===== src/rtl/muldiv_sequencer.sv =====
// Iterative RV32IM M-extension unit: shift-add multiplier and restoring divider on
// operand magnitudes, followed by a one-cycle sign fix. Optional MULDIV_EARLY_OUT_EN skips CALC for trivial operands.
module muldiv_sequencer #(
    parameter int WIDTH = 32,
    parameter int CNT_W = 6
) (
    input  logic             CLK,
    input  logic             RESET,
    input  logic             START,
    input  logic [4:0]       SELECT,
    input  logic [WIDTH-1:0] DATA1,
    input  logic [WIDTH-1:0] DATA2,
    input  logic             FLUSH,
    output logic             BUSY,
    output logic             VALID,
    output logic [WIDTH-1:0] RESULT
);

    // state  | meaning
    // IDLE   | waiting for START with a valid M-op select
    // CALC   | one multiply/divide iteration per cycle, WIDTH cycles
    // FIX    | sign correction and output word select
    // DONE   | VALID pulse, RESULT updated; accepts a back-to-back START
    localparam logic [1:0] S_IDLE = 2'd0;
    localparam logic [1:0] S_CALC = 2'd1;
    localparam logic [1:0] S_FIX  = 2'd2;
    localparam logic [1:0] S_DONE = 2'd3;

    localparam logic [CNT_W-1:0] CNT_LAST = CNT_W'(WIDTH - 1);
    localparam logic [WIDTH-1:0] MOST_NEG = {1'b1, {(WIDTH-1){1'b0}}};

    logic [1:0]       state;
    logic [CNT_W-1:0] cnt;
    logic [2:0]       op;
    logic [WIDTH-1:0] a_raw;
    logic [WIDTH-1:0] opnd;
    logic [WIDTH-1:0] hi;
    logic [WIDTH-1:0] lo;
    logic             neg_q;
    logic             div0_q;
    logic             ovf_q;
    logic             zero_q;

    logic             sel_ok;
    logic             start_ok;
    logic [2:0]       op_in;
    logic             is_div_in;
    logic             a_signed;
    logic             b_signed;
    logic             a_neg;
    logic             b_neg;
    logic [WIDTH-1:0] a_mag;
    logic [WIDTH-1:0] b_mag;
    logic             div0_in;
    logic             ovf_in;
    logic             zero_in;
    logic             neg_in;
    logic [1:0]       first_state;

    assign sel_ok    = (SELECT[4:3] == 2'b01);
    assign start_ok  = START && sel_ok;
    assign op_in     = SELECT[2:0];
    assign is_div_in = op_in[2];
    assign a_signed  = (op_in == 3'b001) || (op_in == 3'b010) || (op_in[2:1] == 2'b10);
    assign b_signed  = (op_in == 3'b001) || (op_in[2:1] == 2'b10);
    assign a_neg     = a_signed && DATA1[WIDTH-1];
    assign b_neg     = b_signed && DATA2[WIDTH-1];
    assign a_mag     = a_neg ? -DATA1 : DATA1;
    assign b_mag     = b_neg ? -DATA2 : DATA2;
    assign div0_in   = is_div_in && (DATA2 == '0);
    assign ovf_in    = is_div_in && !op_in[1] && (DATA1 == MOST_NEG) && (DATA2 == '1);
    assign zero_in   = !is_div_in && ((DATA1 == '0) || (DATA2 == '0));
    // Remainder follows the dividend's sign; quotient and product follow the sign XOR.
    assign neg_in    = (is_div_in && op_in[0]) ? a_neg : (a_neg ^ b_neg);

`ifdef MULDIV_EARLY_OUT_EN
    assign first_state = (div0_in || ovf_in || zero_in) ? S_FIX : S_CALC;
`else
    assign first_state = S_CALC;
`endif

    logic [WIDTH:0]   mul_sum;
    logic [WIDTH-1:0] div_sh_low;
    logic             div_ge;
    logic [WIDTH-1:0] div_sub;
    logic [WIDTH-1:0] hi_nx;
    logic [WIDTH-1:0] lo_nx;

    assign mul_sum    = {1'b0, hi} + (lo[0] ? {1'b0, opnd} : {(WIDTH+1){1'b0}});
    // Shifted partial remainder is {hi, lo[msb]}; hi[msb] set means it already exceeds any divisor.
    assign div_sh_low = {hi[WIDTH-2:0], lo[WIDTH-1]};
    assign div_ge     = hi[WIDTH-1] || (div_sh_low >= opnd);
    assign div_sub    = div_sh_low - opnd;

    always_comb begin
        hi_nx = hi;
        lo_nx = lo;
        if (op[2]) begin
            hi_nx = div_ge ? div_sub : div_sh_low;
            lo_nx = {lo[WIDTH-2:0], div_ge};
        end else begin
            hi_nx = mul_sum[WIDTH:1];
            lo_nx = {mul_sum[0], lo[WIDTH-1:1]};
        end
    end

    logic [2*WIDTH-1:0] prod_s;
    logic [WIDTH-1:0]   q_s;
    logic [WIDTH-1:0]   r_s;
    logic [WIDTH-1:0]   fix_res;

    assign prod_s = neg_q ? -{hi, lo} : {hi, lo};
    assign q_s    = neg_q ? -lo : lo;
    assign r_s    = neg_q ? -hi : hi;

    always_comb begin
        fix_res = '0;
        if (!op[2]) begin
            if (zero_q)
                fix_res = '0;
            else if (op[1:0] == 2'b00)
                fix_res = prod_s[WIDTH-1:0];
            else
                fix_res = prod_s[2*WIDTH-1:WIDTH];
        end else if (div0_q) begin
            fix_res = op[0] ? a_raw : '1;
        end else if (ovf_q) begin
            fix_res = op[0] ? '0 : MOST_NEG;
        end else begin
            fix_res = op[0] ? r_s : q_s;
        end
    end

    always_ff @(posedge CLK or posedge RESET) begin
        if (RESET) begin
            state  <= S_IDLE;
            cnt    <= '0;
            op     <= '0;
            a_raw  <= '0;
            opnd   <= '0;
            hi     <= '0;
            lo     <= '0;
            neg_q  <= 1'b0;
            div0_q <= 1'b0;
            ovf_q  <= 1'b0;
            zero_q <= 1'b0;
            RESULT <= '0;
        end else begin
            case (state)
                S_IDLE, S_DONE: begin
                    if (start_ok) begin
                        state  <= first_state;
                        cnt    <= '0;
                        op     <= op_in;
                        a_raw  <= DATA1;
                        opnd   <= is_div_in ? b_mag : a_mag;
                        lo     <= is_div_in ? a_mag : b_mag;
                        hi     <= '0;
                        neg_q  <= neg_in;
                        div0_q <= div0_in;
                        ovf_q  <= ovf_in;
                        zero_q <= zero_in;
                    end else begin
                        state <= S_IDLE;
                    end
                end
                S_CALC: begin
                    if (FLUSH) begin
                        state <= S_IDLE;
                    end else begin
                        hi <= hi_nx;
                        lo <= lo_nx;
                        if (cnt == CNT_LAST)
                            state <= S_FIX;
                        else
                            cnt <= cnt + 1'b1;
                    end
                end
                S_FIX: begin
                    if (FLUSH) begin
                        state <= S_IDLE;
                    end else begin
                        RESULT <= fix_res;
                        state  <= S_DONE;
                    end
                end
                default: state <= S_IDLE;
            endcase
        end
    end

    assign BUSY  = (state == S_CALC) || (state == S_FIX);
    assign VALID = (state == S_DONE);

endmodule


===== config.mk =====
export PLATFORM = sky130hd
export DESIGN_NAME = muldiv_sequencer
export DESIGN_NICKNAME = d
export VERILOG_FILES = /design/src/rtl/muldiv_sequencer.sv
export SDC_FILE = /design/constraint.sdc
export NUM_CORES = 1
export LEC_CHECK = 0
export ABC_CLOCK_PERIOD_IN_PS = 6690
export BUFFER_PORTS_ARGS = -buffer_cell sky130_fd_sc_hd__buf_2
export CORE_MARGIN = 3
export CORE_UTILIZATION = 30
export CTS_CLUSTER_SIZE = 16
export DETAILED_ROUTE_END_ITERATION = 8
export PLACE_DENSITY = 0.51
export SYNTH_ARGS = -nofsm -noshare
export SYNTH_HDL_FRONTEND = slang
export SYNTH_SLANG_ARGS = --single-unit

===== constraint.sdc =====
create_clock -name CLK -period 6.69 [get_ports CLK]
set_clock_uncertainty 0.05 [all_clocks]
set_input_delay 1.338 -clock CLK [delete_from_list [all_inputs] [get_ports CLK]]
set_output_delay 1.338 -clock CLK [all_outputs]
set_load 0.05 [all_outputs]

==> run_results.csv <==
group,metric,value,unit
global_routing,track_usage,0.242,
route,wirelength,70.1,mm
pwr,netSwitchingFraction,0.482,
yosys,async_flop_share,1.00,
yosys,synth-seq-cells,175,
sta,fin_setup_tns,0,ps
pwr,p_leak,8.03,nW
yosys,yosysWarnings,0,
placed_design,io_buffer_count,106,
floorplan,fp.coreArea,0.0540,sq mm
yosys,synth_ff_type,"dfrtp_1",
yosys,synth_most_common_cell,"nand2_1",
yosys,yosysTopAreaCell,"dfrtp_1",
worst_setup_path,worstPathArrival,4890,ps
route,drtAntennaViolNets,0,
floorplan,rows,85,
yosys,netlist_top_cells_area,"dfrtp_1 (27%), nand2_1 (6.7%), xnor2_1 (6.4%), o21ai_0 (6.2%), ha_1 (5.5%)",
sta,fin_crit,4580,ps
worst_setup_path,cp_max_fo,31,
cts,cts_resized,0,
worst_setup_path,endpoint_kind,"flop",
flow_run,max-cap-violations,0,
finish,drive_gt1_frac,0.101,
floorplan,dieHeight,240,microns
cts,numCtsBuffers,17,
cts,clk_latency,510,ps
sta,rsz0062_at_grt,"no",
global_routing,antenna_found_initial,0,
yosys,ys_seq_area_frac,0.266,
floorplan,die_w,240,microns
yosys,syn_nets,2325,
yosys,syn_area,0.0165,sq mm
yosys,synth_top_area_share,0.266,
sta,finalMaxSlewViolations,0,
floorplan,start_util,0.305,
route,dr.pass1.iters,5,
cts,root_buffer,"clkbuf_16",
yosys,ys_types,74,
route,routedWlPerCell,24.2,microns
global_routing,grt_pass1_vias,16100,
outcome,outcome,"completed",
finish,final_util,0.336,
worst_setup_path,cp-start-kind,"flop",
sta,finalSetupViolCount,0,
finish,syn_to_final_growth,10.3,%
pwr,max-vdd-ir-drop,0.243,mV
pwr,clkPwrFrac,0.209,
global_routing,grt.overflow.total,0,
cts,hold_buffers,0,
worst_setup_path,path_class,"flop to flop",
worst_hold_path,hp-class,"flop to flop",
worst_setup_path,r2r_setup_slack,2110,ps
yosys,synth_common_cells,"nand2_1 (292), nor2_1 (208), o21ai_0 (205)",
worst_setup_path,reg2reg_from,"lo[0]$_DFFE_PP0P_",
pwr,pwr-share-seq,0.303,
floorplan,dieArea,0.0577,sq mm
global_routing,grt_first_pass_wirelength,104,mm
cts,htreeDepth,4,
finish,fin_nets,2330,
yosys,syn_area_per_cell,7.56,sq um
cts,post_cts_buffers,0,
cts,cts_tree,"done",
sta,relSlewSlack,0.0985,
route,drc,0,
pwr,power.net_switching,2.56,mW
cts,clk_pin_slew_worst_paths,80,ps
finish,final-seq-area,0.00438,sq mm
pwr,combPwrFrac,0.488,
finish,fill_cells,5779,
worst_setup_path,required,7000,ps
sta,fin_crit_sh,0.685,
finish,multi_input_area,0.0113,sq mm
floorplan,pin_count,107,
pwr,p_per_area,292,mW/mm^2
cts,numClockSinks,175,
yosys,postSynthCellCount,2177,
sta,max_freq,0.218,GHz
placed_design,dpl.hpwl,53.8,mm
placed_design,gp_congestion,0.968,
cts,cts_buffer_depth,2,
yosys,synth_edf_count,0,
worst_setup_path,crit_path_start,"lo[0]$_DFFE_PP0P_",
global_routing,grt_max_degree,129,
finish,n_antenna_cell,0,
worst_setup_path,cp-endpoint,"hi[30]$_DFFE_PP0P_",
sta,tightest_slew,1340,ps
worst_setup_path,rr_endpoint,"hi[30]$_DFFE_PP0P_",
route,dr.first_iter.drc_count,1617,
route,vias,16900,
route,via_per_inst,5.84,
worst_setup_path,worstRegToRegCells,12,
sta,hold_violations,0,
pwr,internal-power,2.74,mW
## how the worst min path moves through the flow
stage | end | slack [ps] | depth (start not counted) | start
after floorplan | a_raw[15]$_DFFE_PP0P_ | 390 | 2 | a_raw[15]$_DFFE_PP0P_
after global placement | a_raw[20]$_DFFE_PP0P_ | 410 | 2 | a_raw[20]$_DFFE_PP0P_
after detailed placement | a_raw[20]$_DFFE_PP0P_ | 410 | 2 | a_raw[20]$_DFFE_PP0P_
after CTS | a_raw[20]$_DFFE_PP0P_ | 430 | 2 | a_raw[20]$_DFFE_PP0P_
after global routing | opnd[8]$_DFFE_PP0P_ | 450 | 1 | opnd[8]$_DFFE_PP0P_
final | opnd[7]$_DFFE_PP0P_ | 430 | 2 | opnd[7]$_DFFE_PP0P_
## cell families after synthesis
| group | count (synthesis) | synth area share |
|---|---|---|
| compound gates | 678 | 0.262 |
| xor+xnor | 198 | 0.105 |
| fa+ha+maj | 75 | 0.0579 |
| buf+inv | 222 | 0.0513 |
| flops | 175 | 0.266 |
| mux | 79 | 0.0497 |
| simple gates | 750 | 0.208 |
## final cells by class
type / count / area share
inverters: 76 / 0.0161
repair buffers: 132 / 0.0407
clock inverters: 13 / 0.00910
well taps: 696 / 0.0480
multi-input cells: 1780 / 0.620
flip-flops and latches: 175 / 0.241
clock buffers: 19 / 0.0244
## through the flow
step,hold slack [ps],power [mW],instances,setup WS (ps),cell area (sq um)
final,429,5.30,2891,2110,18200
after global routing,450,5.60,2891,1860,18200
after CTS,432,5.26,2891,2080,18200
after detailed placement,414,4.14,2859,2090,17600
after global placement,412,4.11,2859,2110,17600
after floorplan,390,3.23,2177,557,16500
## critical path, cell delays in order (launching register included)
cell and delay, ps:
dfrtp_1 490, inv_1 820, nor2_1 120, ha_1 390, a2111oi_0 520, o21ai_0 270
a211o_1 400, a31o_2 300, a21oi_1 400, or2_2 210, a311o_1 170, xor2_1 150
o221ai_1 130
## cell usage in the layout, fill, tap and decap left out, types with 49 or more instances in the layout
cell / Yosys / routed
xnor2_1: 120 / 120
o21ai_0: 205 / 205
nor3_1: 49 / 49
nand2_1: 292 / 292
mux2i_1: 57 / 57
ha_1: 73 / 73
buf_2: 9 / 106
xor2_1: 78 / 78
nor2_1: 208 / 208
a21oi_1: 159 / 158
dfrtp_1: 175 / 173
inv_1: 73 / 72
## routing by layer
layer  up-vias  wire length (microns)  track usage
met5         -                      0            0
met4         0                   2660       0.0923
met3       130                   5440       0.0569
met2       752                  31000        0.372
met1      8160                  31000        0.329
li1       7835                      -            -
## sequential cells by signal, summed over array words and instances (netlist names)
register and count:
RESULT 32, a_raw 32, hi 32, lo 32, opnd 32, cnt 6, op 3, state 2
div0_q 1, neg_q 1, ovf_q 1, zero_q 1
## power groups by stage
stage	Combinational (mW)	Clock, mW	Sequential [mW]
floorplan	1.86	0	1.38
finish	2.59	1.11	1.61
CTS	2.55	1.13	1.58
detailed placement	2.53	0	1.61
global placement	2.51	0	1.60
global route	2.81	1.16	1.62
Power figures use the tool's default switching activity.
